===== config.mk =====
export PLATFORM = sky130hd
export DESIGN_NAME = branch_hazard_sequencer
export DESIGN_NICKNAME = d
export VERILOG_FILES = /design/src/rtl/branch_hazard_sequencer.sv
export SDC_FILE = /design/constraint.sdc
export NUM_CORES = 1
export LEC_CHECK = 0
export CAP_MARGIN = 20
export CORE_AREA = 5 5 93 95
export CTS_CLUSTER_DIAMETER = 30
export DETAILED_ROUTE_END_ITERATION = 10
export DIE_AREA = 0 0 98 100
export PLACE_DENSITY = 0.79
export SYNTH_ARGS = -nofsm -noshare
export SYNTH_HDL_FRONTEND = slang
export SYNTH_SLANG_ARGS = --single-unit
export TNS_END_PERCENT = 1

===== constraint.sdc =====
create_clock -name clk -period 3.2 [get_ports clk]
set_input_delay 0.32 -clock clk [delete_from_list [all_inputs] [get_ports clk]]
set_output_delay 0.32 -clock clk [all_outputs]
set_load 0.05 [all_outputs]

===== src/rtl/branch_hazard_sequencer.sv =====
// ============================================================================
//  Module   : branch_hazard_sequencer
//  Purpose  : ID-stage branch/jump stall, bubble and flush sequencing.
//  Revision : 1.0
// ============================================================================
`default_nettype none

module branch_hazard_sequencer #(
    parameter int CNT_W = 32
) (
    input  logic             clk,
    input  logic             rst,
    input  logic             ID_branch,
    input  logic             ID_Jump,
    input  logic             ID_Use_RS1,
    input  logic             ID_Use_RS2,
    input  logic [4:0]       ID_RS1,
    input  logic [4:0]       ID_RS2,
    input  logic             EX_Reg_RW,
    input  logic             EX_MemRead,
    input  logic [4:0]       EX_RD,
    input  logic             MEM_Reg_RW,
    input  logic             MEM_MemRead,
    input  logic [4:0]       MEM_RD,
    input  logic             Branch_Taken,
    input  logic             Ext_Stall,
    output logic             PC_Write,
    output logic             IFID_Write,
    output logic             IFID_Flush,
    output logic             IDEX_Bubble,
    output logic [CNT_W-1:0] Stall_Count,
    output logic [CNT_W-1:0] Flush_Count
);

    localparam logic [1:0]       S_RUN   = 2'd0;
    localparam logic [1:0]       S_STALL = 2'd1;
    localparam logic [CNT_W-1:0] CNT_MAX = '1;
    localparam logic [CNT_W-1:0] CNT_ONE = {{(CNT_W-1){1'b0}}, 1'b1};

    logic [1:0]       state_q, state_d;
    logic [1:0]       cnt_q, cnt_d;
    logic [CNT_W-1:0] stall_cnt_q, stall_cnt_d;
    logic [CNT_W-1:0] flush_cnt_q, flush_cnt_d;

    logic       w_ctl;
    logic       w_match_ex;
    logic       w_match_mem;
    logic [1:0] w_depth;
    logic       w_stall_cycle;
    logic       w_resolve;
    logic       w_flush_evt;

    assign w_ctl = ID_branch | ID_Jump;

    assign w_match_ex  = w_ctl && (EX_RD != 5'd0) &&
                         ((ID_Use_RS1 && (EX_RD == ID_RS1)) ||
                          (ID_Use_RS2 && (EX_RD == ID_RS2)));
    assign w_match_mem = w_ctl && (MEM_RD != 5'd0) &&
                         ((ID_Use_RS1 && (MEM_RD == ID_RS1)) ||
                          (ID_Use_RS2 && (MEM_RD == ID_RS2)));

    // Priority order yields the deepest required stall when several producers match.
    always_comb begin
        w_depth = 2'd0;
        if (EX_Reg_RW && EX_MemRead && w_match_ex) begin
            w_depth = 2'd2;
        end else if (EX_Reg_RW && w_match_ex) begin
            w_depth = 2'd1;
        end else if (MEM_Reg_RW && MEM_MemRead && w_match_mem) begin
            w_depth = 2'd1;
        end
    end

    assign w_stall_cycle = !Ext_Stall &&
                           (((state_q == S_RUN) && (w_depth != 2'd0)) ||
                            ((state_q == S_STALL) && (cnt_q != 2'd0)));
    assign w_resolve     = !Ext_Stall && !w_stall_cycle;
    assign w_flush_evt   = w_resolve && w_ctl && (ID_Jump || Branch_Taken);

    always_ff @(posedge clk or posedge rst) begin
        if (rst) begin
            state_q     <= S_RUN;
            cnt_q       <= 2'd0;
            stall_cnt_q <= '0;
            flush_cnt_q <= '0;
        end else begin
            state_q     <= state_d;
            cnt_q       <= cnt_d;
            stall_cnt_q <= stall_cnt_d;
            flush_cnt_q <= flush_cnt_d;
        end
    end

    always_comb begin
        state_d     = state_q;
        cnt_d       = cnt_q;
        stall_cnt_d = stall_cnt_q;
        flush_cnt_d = flush_cnt_q;
        if (!Ext_Stall) begin
            case (state_q)
                S_RUN: begin
                    if (w_depth != 2'd0) begin
                        state_d = S_STALL;
                        cnt_d   = w_depth - 2'd1;
                    end
                end
                S_STALL: begin
                    if (cnt_q != 2'd0) begin
                        cnt_d = cnt_q - 2'd1;
                    end else begin
                        state_d = S_RUN;
                    end
                end
                default: begin
                    state_d = S_RUN;
                    cnt_d   = 2'd0;
                end
            endcase
            if (w_stall_cycle && (stall_cnt_q != CNT_MAX)) begin
                stall_cnt_d = stall_cnt_q + CNT_ONE;
            end
            if (w_flush_evt && (flush_cnt_q != CNT_MAX)) begin
                flush_cnt_d = flush_cnt_q + CNT_ONE;
            end
        end
    end

    // Control outputs are forced low for the whole reset pulse, not just at the edge.
    always_comb begin
        PC_Write    = 1'b0;
        IFID_Write  = 1'b0;
        IFID_Flush  = 1'b0;
        IDEX_Bubble = 1'b0;
        if (!rst) begin
            if (w_stall_cycle) begin
                IDEX_Bubble = 1'b1;
            end else if (w_resolve) begin
                PC_Write   = 1'b1;
                IFID_Write = 1'b1;
                IFID_Flush = w_flush_evt;
            end
        end
    end

    assign Stall_Count = stall_cnt_q;
    assign Flush_Count = flush_cnt_q;

endmodule

`default_nettype wire


==> impl_results.md, run 1 <==
* Final setup violation count at 0
* Pwr Density at between 400 and 500 nW/um2
* Die Ht at around 100 um
* Hold Path Stages at 1
* Clk sink count at 67
* Final Hold Vio Count at 0
* Post-Synth Simple-Gate Area at a little under a quarter
* Root buf cell: clkbuf_8
* Fraction of synthesized area in multiplexers at between 1 and 1.5%
* Final min period at 2.90 ns
* Post-synth top area share at approximately 47%
* Dominant synthesized flop cell: dfrtp_1
* GP Congestion at around 0.9
* Synth Instances at approximately 360
* CTS max path bufs at 2
* R2R setup slack at around 0.60 ns
* Adder-Cell Fraction of Synth Area at less than 1%
* Dominant cell type by area after synthesis: dfrtp_1
* # DRC at 0
* Pre-CTS WS at around 0.32 ns
* DR vias/cell at 5.41
* Status: finished, final reports clean
* Commonest cells after routing, fill and taps aside: 95 x clkdlybuf4s50_1, 67 x dfrtp_1, 42 x xnor2_1
* Distinct cell type count after synthesis at 39
* Post-synth EDFFs at 0
* Final ANT Viol Nets at 0
* Hold bufs inserted after CTS at 0
* RR Endpoint: Flush_Count[1]$_DFFE_PP0P_
* LEAKAGE at around 0.0021 uW
* CP Class: in2out
* Clk slew on worst S/H paths at 0.07 ns
* Worst EP arrival at about 2.6 ns
* Vias at around 3000
* Worst-skew pair later-pin latency at 0.34 ns
* Post-synthesis sequential area ratio at 47.0%
* Setup WS post-layout at approximately 0.3 ns
* Critical path startpoint category: input port
* Tcrit/Tclk final at 90.5%
* Port bufs at 99
* Async SR Flop Fraction at 100%
* Area contributors post-synth: dfrtp_1 47%, xnor2_1 10%, xor2_1 9.3%
* # diodes at 0
* Routed wire per std cell at 15.7 um
* TritonCTS Buffers at 9
* Reg2Reg Depth at 6
* Num rows at 32
* Peak supply drop at slightly below 400 uV
* Worst setup path end: IDEX_Bubble
* Largest net degree at the start of global routing at 40
* Critical path capture point type: output pin
* CTS tree: yes
* Post-Syn Area at 3570 um2
* CTS H-tree depth at 3
* Post-Syn Nets at about 390
* Critical path peak fanout at 19
* Total track usage at 18.3%
* DIE AREA at 9800 um2
* Synthesized area per cell at roughly 10 um2
* Layout fillers at a little over 600
* Global-route wire length before repair at roughly 15000 um
* RSZ-0062 raised after global routing: no
* Main combinational cell family by area after synthesis: simple AND/OR/NAND/NOR gates
* Dpl hpwl at 6680 um
* Post-CTS Setup Bufs at 0
* R2R Path Start: Flush_Count[0]$_DFFE_PP0P_
* Ys Warns at 0
* Post-route non-filler standard cell count at 570
* Core box area at ~7600 um2
* Final wirelength at just under 9000 um
* Initial DRT Pass Iterations at 4
* Final #Nets at around 500
* Initial antenna violation count at 0
* Most common cell after layout, fill and taps aside: clkdlybuf4s50_1
* CP Launch Point: MEM_RD[2]
* Worst hold path type: reg2reg
* First-iteration detailed-routing DRC count at between 100 and 150
* Final-report max-slew violation count at 0
* Max cap viols at 0
* GRT Residual Overflow at 0
* Post-synthesis xor/xnor area fraction at 19.6%
* Worst EP required at about 2.9 ns
* FMAX at around 350 MHz
* Post-CTS sizing at 0
* Placed Instances at approximately 560
* Number of global-route vias before repair at around 3100
* Slew HR at between 40 and 50%
* Synthesis-to-layout area growth at 37.6%
* Worst slew pin tran at slightly above 0.8 ns
* Die width at between 90 and 100 um
* Sum Neg Setup Slack at 0 ns
* Initial Util at between 40% and 50%
* Worst clock skew at between 0.01 and 0.015 ns
* Yosys reg bits at 67
* IO Pins at 100
* Compound-Gate Fraction of Synth Area at under 10%
* Share of cells above drive strength 1 at ~7.3%
==> sequential cells by signal (all words and copies together) (netlist names) <==
signal / cells
Flush_Count: 32
state_q: 1
cnt_q: 2
Stall_Count: 32
==> power breakdown <==
part | switching (uW) | internal [uW] | total (uW)
clock network | 322 | 397 | 719
logic | 400 | 244 | 644
registers | 94.7 | 912 | 1010
==> logic make-up (layout without fill, tap and decap cells) <==
family	count (synthesis)	in the layout
simple gates	163	163
mux	4	4
buf+inv	22	131
xor+xnor	80	80
fa+ha+maj	2	2
compound gates	21	21
flops	67	67
==> Yosys cell counts (2+ instances only) <==
| cell type | instances |
|---|---|
| o21ai_0 | 4 |
| nor4_1 | 15 |
| and4_1 | 6 |
| inv_1 | 12 |
| ha_1 | 2 |
| nor4b_1 | 2 |
| nand4_1 | 23 |
| buf_4 | 2 |
| nand3_1 | 24 |
| nor2_1 | 25 |
| mux2_2 | 3 |
| xor2_1 | 38 |
| buf_6 | 3 |
| dfrtp_1 | 67 |
| and2_1 | 2 |
| nor3_1 | 29 |
| xnor2_1 | 42 |
| nand2_1 | 27 |
| and3_1 | 3 |
| or3_1 | 3 |
| buf_2 | 4 |
| a21oi_1 | 6 |
==> final cells by class <==
type / count / area [um2] / share of cell area [%]
Clock inverter: 4 / 50.0 / 1.02
Sequential cell: 67 / 1680 / 34.1
Tap cell: 102 / 128 / 2.60
Timing Repair Buffer: 104 / 1080 / 22.0
Inverter: 12 / 45.0 / 0.917
Multi-Input combinational cell: 270 / 1780 / 36.2
Clock buffer: 11 / 151 / 3.08
==> metal layers <==
layer | track usage [%] | up-vias | routed length [um]
met1 | 24.1 | 1484 | 4090
met4 | 8.20 | 0 | 180
met3 | 4.24 | 16 | 456
li1 | - | 1482 | -
met5 | 0 | - | 0
met2 | 29.0 | 100 | 4230
==> stage by stage <==
stage | hold slack, ns | total power [uW] | cell area (um2) | util, %
finish | 0.486 | 2370 | 4910 | 64.2
detailed placement | 0.483 | 1670 | 4710 | 61.6
CTS | 0.494 | 2390 | 4910 | 64.2
global placement | 0.477 | 1650 | 4710 | 61.6
floorplan | 0.500 | 1420 | 3570 | -
global route | 0.499 | 2460 | 4910 | 64.2
==> how the worst min path moves through the flow <==
stage,startpoint,to,slack (ns)
after floorplan,Ext_Stall,state_q[0]$_DFFE_PP0P_,0.50
after global placement,Stall_Count[29]$_DFFE_PP0P_,Stall_Count[29]$_DFFE_PP0P_,0.48
after detailed placement,Stall_Count[29]$_DFFE_PP0P_,Stall_Count[29]$_DFFE_PP0P_,0.48
after CTS,Stall_Count[29]$_DFFE_PP0P_,Stall_Count[29]$_DFFE_PP0P_,0.49
after global routing,Flush_Count[27]$_DFFE_PP0P_,Flush_Count[27]$_DFFE_PP0P_,0.50
final,Stall_Count[29]$_DFFE_PP0P_,Stall_Count[29]$_DFFE_PP0P_,0.49
==> worst max-delay path, cell delays in order <==
cell and delay, ns:
clkdlybuf4s50_1 0.56, xnor2_1 0.16, nand4_1 0.11, o22ai_1 0.29
a22oi_1 0.18, o31a_1 0.52, nor2_1 0.28, buf_12 0.17
No activity file was read; power rests on OpenSTA's default activity.
==> inputs of run 2 (changes only) <==
- CORE_AREA: 5 5 93 95 -> 2 2 90 92
- DIE_AREA: 0 0 98 100 -> 0 0 92 94
- SETUP_SLACK_MARGIN: unset -> 0.15
==> run 2 against run 1 <==
Effect of this change:
- via count is 1.2% lower
- largest power group unchanged
- clock power is 2% higher
- clock-buffer cell count is 1 higher
- sequential power hardly changed
- register-to-register slack worse by 0.08 ns
- non-clock buffer count is 1 lower
- highest routed layer unchanged
- utilization is 0.40 points higher
- global-route usage is 1.7 points higher
- sequential share of layout area hardly changed
- setup slack better by 0.011 ns
- routed wire length is 6.9% lower
- power is 0.22% higher
==> impl_results.md, run 2 (synthesized netlist as in run 1, its figures left out) <==
* Core box area at 7610 um2 (was 7650 um2)
* FMAX at 347 MHz (was 345 MHz)
* LEAKAGE at 0.00211 uW (was 0.00210 uW)
* Initial antenna violation count at 0 (unchanged)
* Final wirelength at 8330 um (was 8950 um)
* CTS max path bufs at 2 (unchanged)
* Final-report max-slew violation count at 0 (unchanged)
* Critical path startpoint category: input port (unchanged)
* Critical path capture point type: output pin (unchanged)
* Port bufs at 99 (unchanged)
* Largest net degree at the start of global routing at 38 (was 40)
* Slew HR at 45.8% (was 44.3%)
* Worst-skew pair later-pin latency at 0.34 ns (about the same)
* CP Launch Point: EX_RD[1] (was MEM_RD[2])
* Worst EP required at 2.88 ns (about the same)
* Layout fillers at 612 (was 611)
* Final ANT Viol Nets at 0 (unchanged)
* TritonCTS Buffers at 9 (unchanged)
* Die width at 92 um (was 98 um)
* CTS H-tree depth at 3 (unchanged)
* CP Class: in2out (unchanged)
* Status: finished, final reports clean (unchanged)
* Pwr Density at 483 nW/um2 (about the same)
* Post-CTS sizing at 0 (unchanged)
* Max cap viols at 0 (unchanged)
* Tcrit/Tclk final at 90.1% (was 90.5%)
* Fin area at 4910 um2 (about the same)
* Final Hold Vio Count at 0 (unchanged)
* Root buf cell: clkbuf_8 (unchanged)
* Worst slew pin tran at 0.810 ns (was 0.831 ns)
* Synthesis-to-layout area growth at 37.8% (was 37.6%)
* Final #Nets at 497 (was 498)
* IO Pins at 100 (unchanged)
* Hold bufs inserted after CTS at 0 (unchanged)
* Hold wc startpoint: Flush_Count[27]$_DFFE_PP0P_ (was Stall_Count[29]$_DFFE_PP0P_)
* Worst EP arrival at 2.56 ns (was 2.58 ns)
* Die Ht at 94 um (was 100 um)
* DIE AREA at 8650 um2 (was 9800 um2)
* RR Endpoint: Flush_Count[1]$_DFFE_PP0P_ (unchanged)
* Worst clock skew at 0.00790 ns (was 0.0139 ns)
* Vias at 3044 (was 3082)
* Num rows at 32 (unchanged)
* Peak supply drop at 399 uV (was 397 uV)
* Share of cells above drive strength 1 at 7.48% (was 7.26%)
* Hold Crit Endpoint: Flush_Count[27]$_DFFE_PP0P_ (was Stall_Count[29]$_DFFE_PP0P_)
* Clk sink count at 67 (unchanged)
* First-iteration detailed-routing DRC count at 172 (was 130)
* Hold Path Stages at 1 (unchanged)
* Sum Neg Setup Slack at 0 ns (unchanged)
* Final setup violation count at 0 (unchanged)
* Global-route wire length before repair at 13800 um (was 14800 um)
* # diodes at 0 (unchanged)
* RSZ-0062 raised after global routing: no (unchanged)
* GP Congestion at 0.837 (was 0.896)
* GRT Residual Overflow at 0 (unchanged)
* Number of global-route vias before repair at 2919 (was 3128)
* CTS tree: yes (unchanged)
* Multi-input gate area at 1780 um2 (about the same)
* Routed wire per std cell at 14.6 um (was 15.7 um)
* Most common cell after layout, fill and taps aside: clkdlybuf4s50_1 (unchanged)
* R2R setup slack at 0.52 ns (was 0.60 ns)
* Initial Util at 46.9% (was 46.6%)
* Critical path peak fanout at 3 (was 19)
* Reg2Reg Depth at 6 (unchanged)
* R2R Path Start: Flush_Count[0]$_DFFE_PP0P_ (unchanged)
* Register area at 1680 um2 (unchanged)
* Dpl hpwl at 6250 um (was 6680 um)
* Initial DRT Pass Iterations at 4 (unchanged)
* Clk slew on worst S/H paths at 0.07 ns (about the same)
* Post-CTS Setup Bufs at 0 (unchanged)
* Placed Area at 4700 um2 (was 4710 um2)
* # DRC at 0 (unchanged)
* Worst hold path type: reg2reg (unchanged)
* Commonest cells after routing, fill and taps aside: 95 x clkdlybuf4s50_1, 67 x dfrtp_1, 42 x xnor2_1 (unchanged)
* Total track usage at 20.1% (was 18.3%)
* DR vias/cell at 5.34 (was 5.41)
* Final min period at 2.88 ns (was 2.90 ns)
* WHS at 0.480 ns (was 0.486 ns)
## run 2: changes by cell type in the layout (fill, tap and decap cells not counted)
cell        change
clkinv_2        +1
o31a_2          +1
clkinvlp_4      -1
o31a_1          -1
clkbuf_8        +1
buf_4           -1
## run 2: per-stage QoR
stage / util [%] / setup slack (ns) / power [uW] / std cells
4_1_cts: 64.6 / 0.284 / 2400 / 570
6_report: 64.6 / 0.315 / 2370 / 570
5_1_grt: 64.6 / 0.229 / 2490 / 570
3_3_place_gp: 61.8 / 0.288 / 1650 / 554
2_1_floorplan: - / 0.185 / 1420 / 359
3_5_place_dp: 61.8 / 0.280 / 1660 / 554
## run 2: critical path, stage by stage
cell and delay [ns]:
clkdlybuf4s50_1 0.52, xnor2_1 0.18, nand4_1 0.15, o22ai_2 0.12, a221oi_1 0.49, nor2_1 0.13, nor4_1 0.46, buf_12 0.20
## run 2: how the worst max path moves through the flow
stage,endpoint,slack [ns],cells past startpoint
final,IFID_Flush,0.32,8
after CTS,IDEX_Bubble,0.28,8
after floorplan,IFID_Flush,0.19,6
after global placement,IDEX_Bubble,0.29,8
after global routing,IFID_Flush,0.23,8
after detailed placement,IDEX_Bubble,0.28,8
## run 2: layer usage
| layer | global-route usage [%] | up-vias | share of wire (%) |
|---|---|---|---|
| li1 | - | 1478 | - |
| met1 | 27.1 | 1461 | 46 |
| met2 | 31.6 | 101 | 46 |
| met3 | 6.66 | 4 | 6.9 |
| met4 | 4.35 | 0 | 0.41 |
| met5 | 0 | - | 0 |
## run 2: area by class of cell
type,instances,share of cell area (%)
clock buffer,12,3.36
clock inverter,4,0.967
inverter,12,0.916
multi-input combinational,270,36.2
sequential,67,34.1
tap,102,2.60
timing repair buffer,103,21.8
## run 2: report_power, final
| part | switching, uW | internal (uW) |
|---|---|---|
| clock network | 314 | 421 |
| logic | 394 | 244 |
| registers | 89.5 | 912 |
| total | 798 | 1580 |
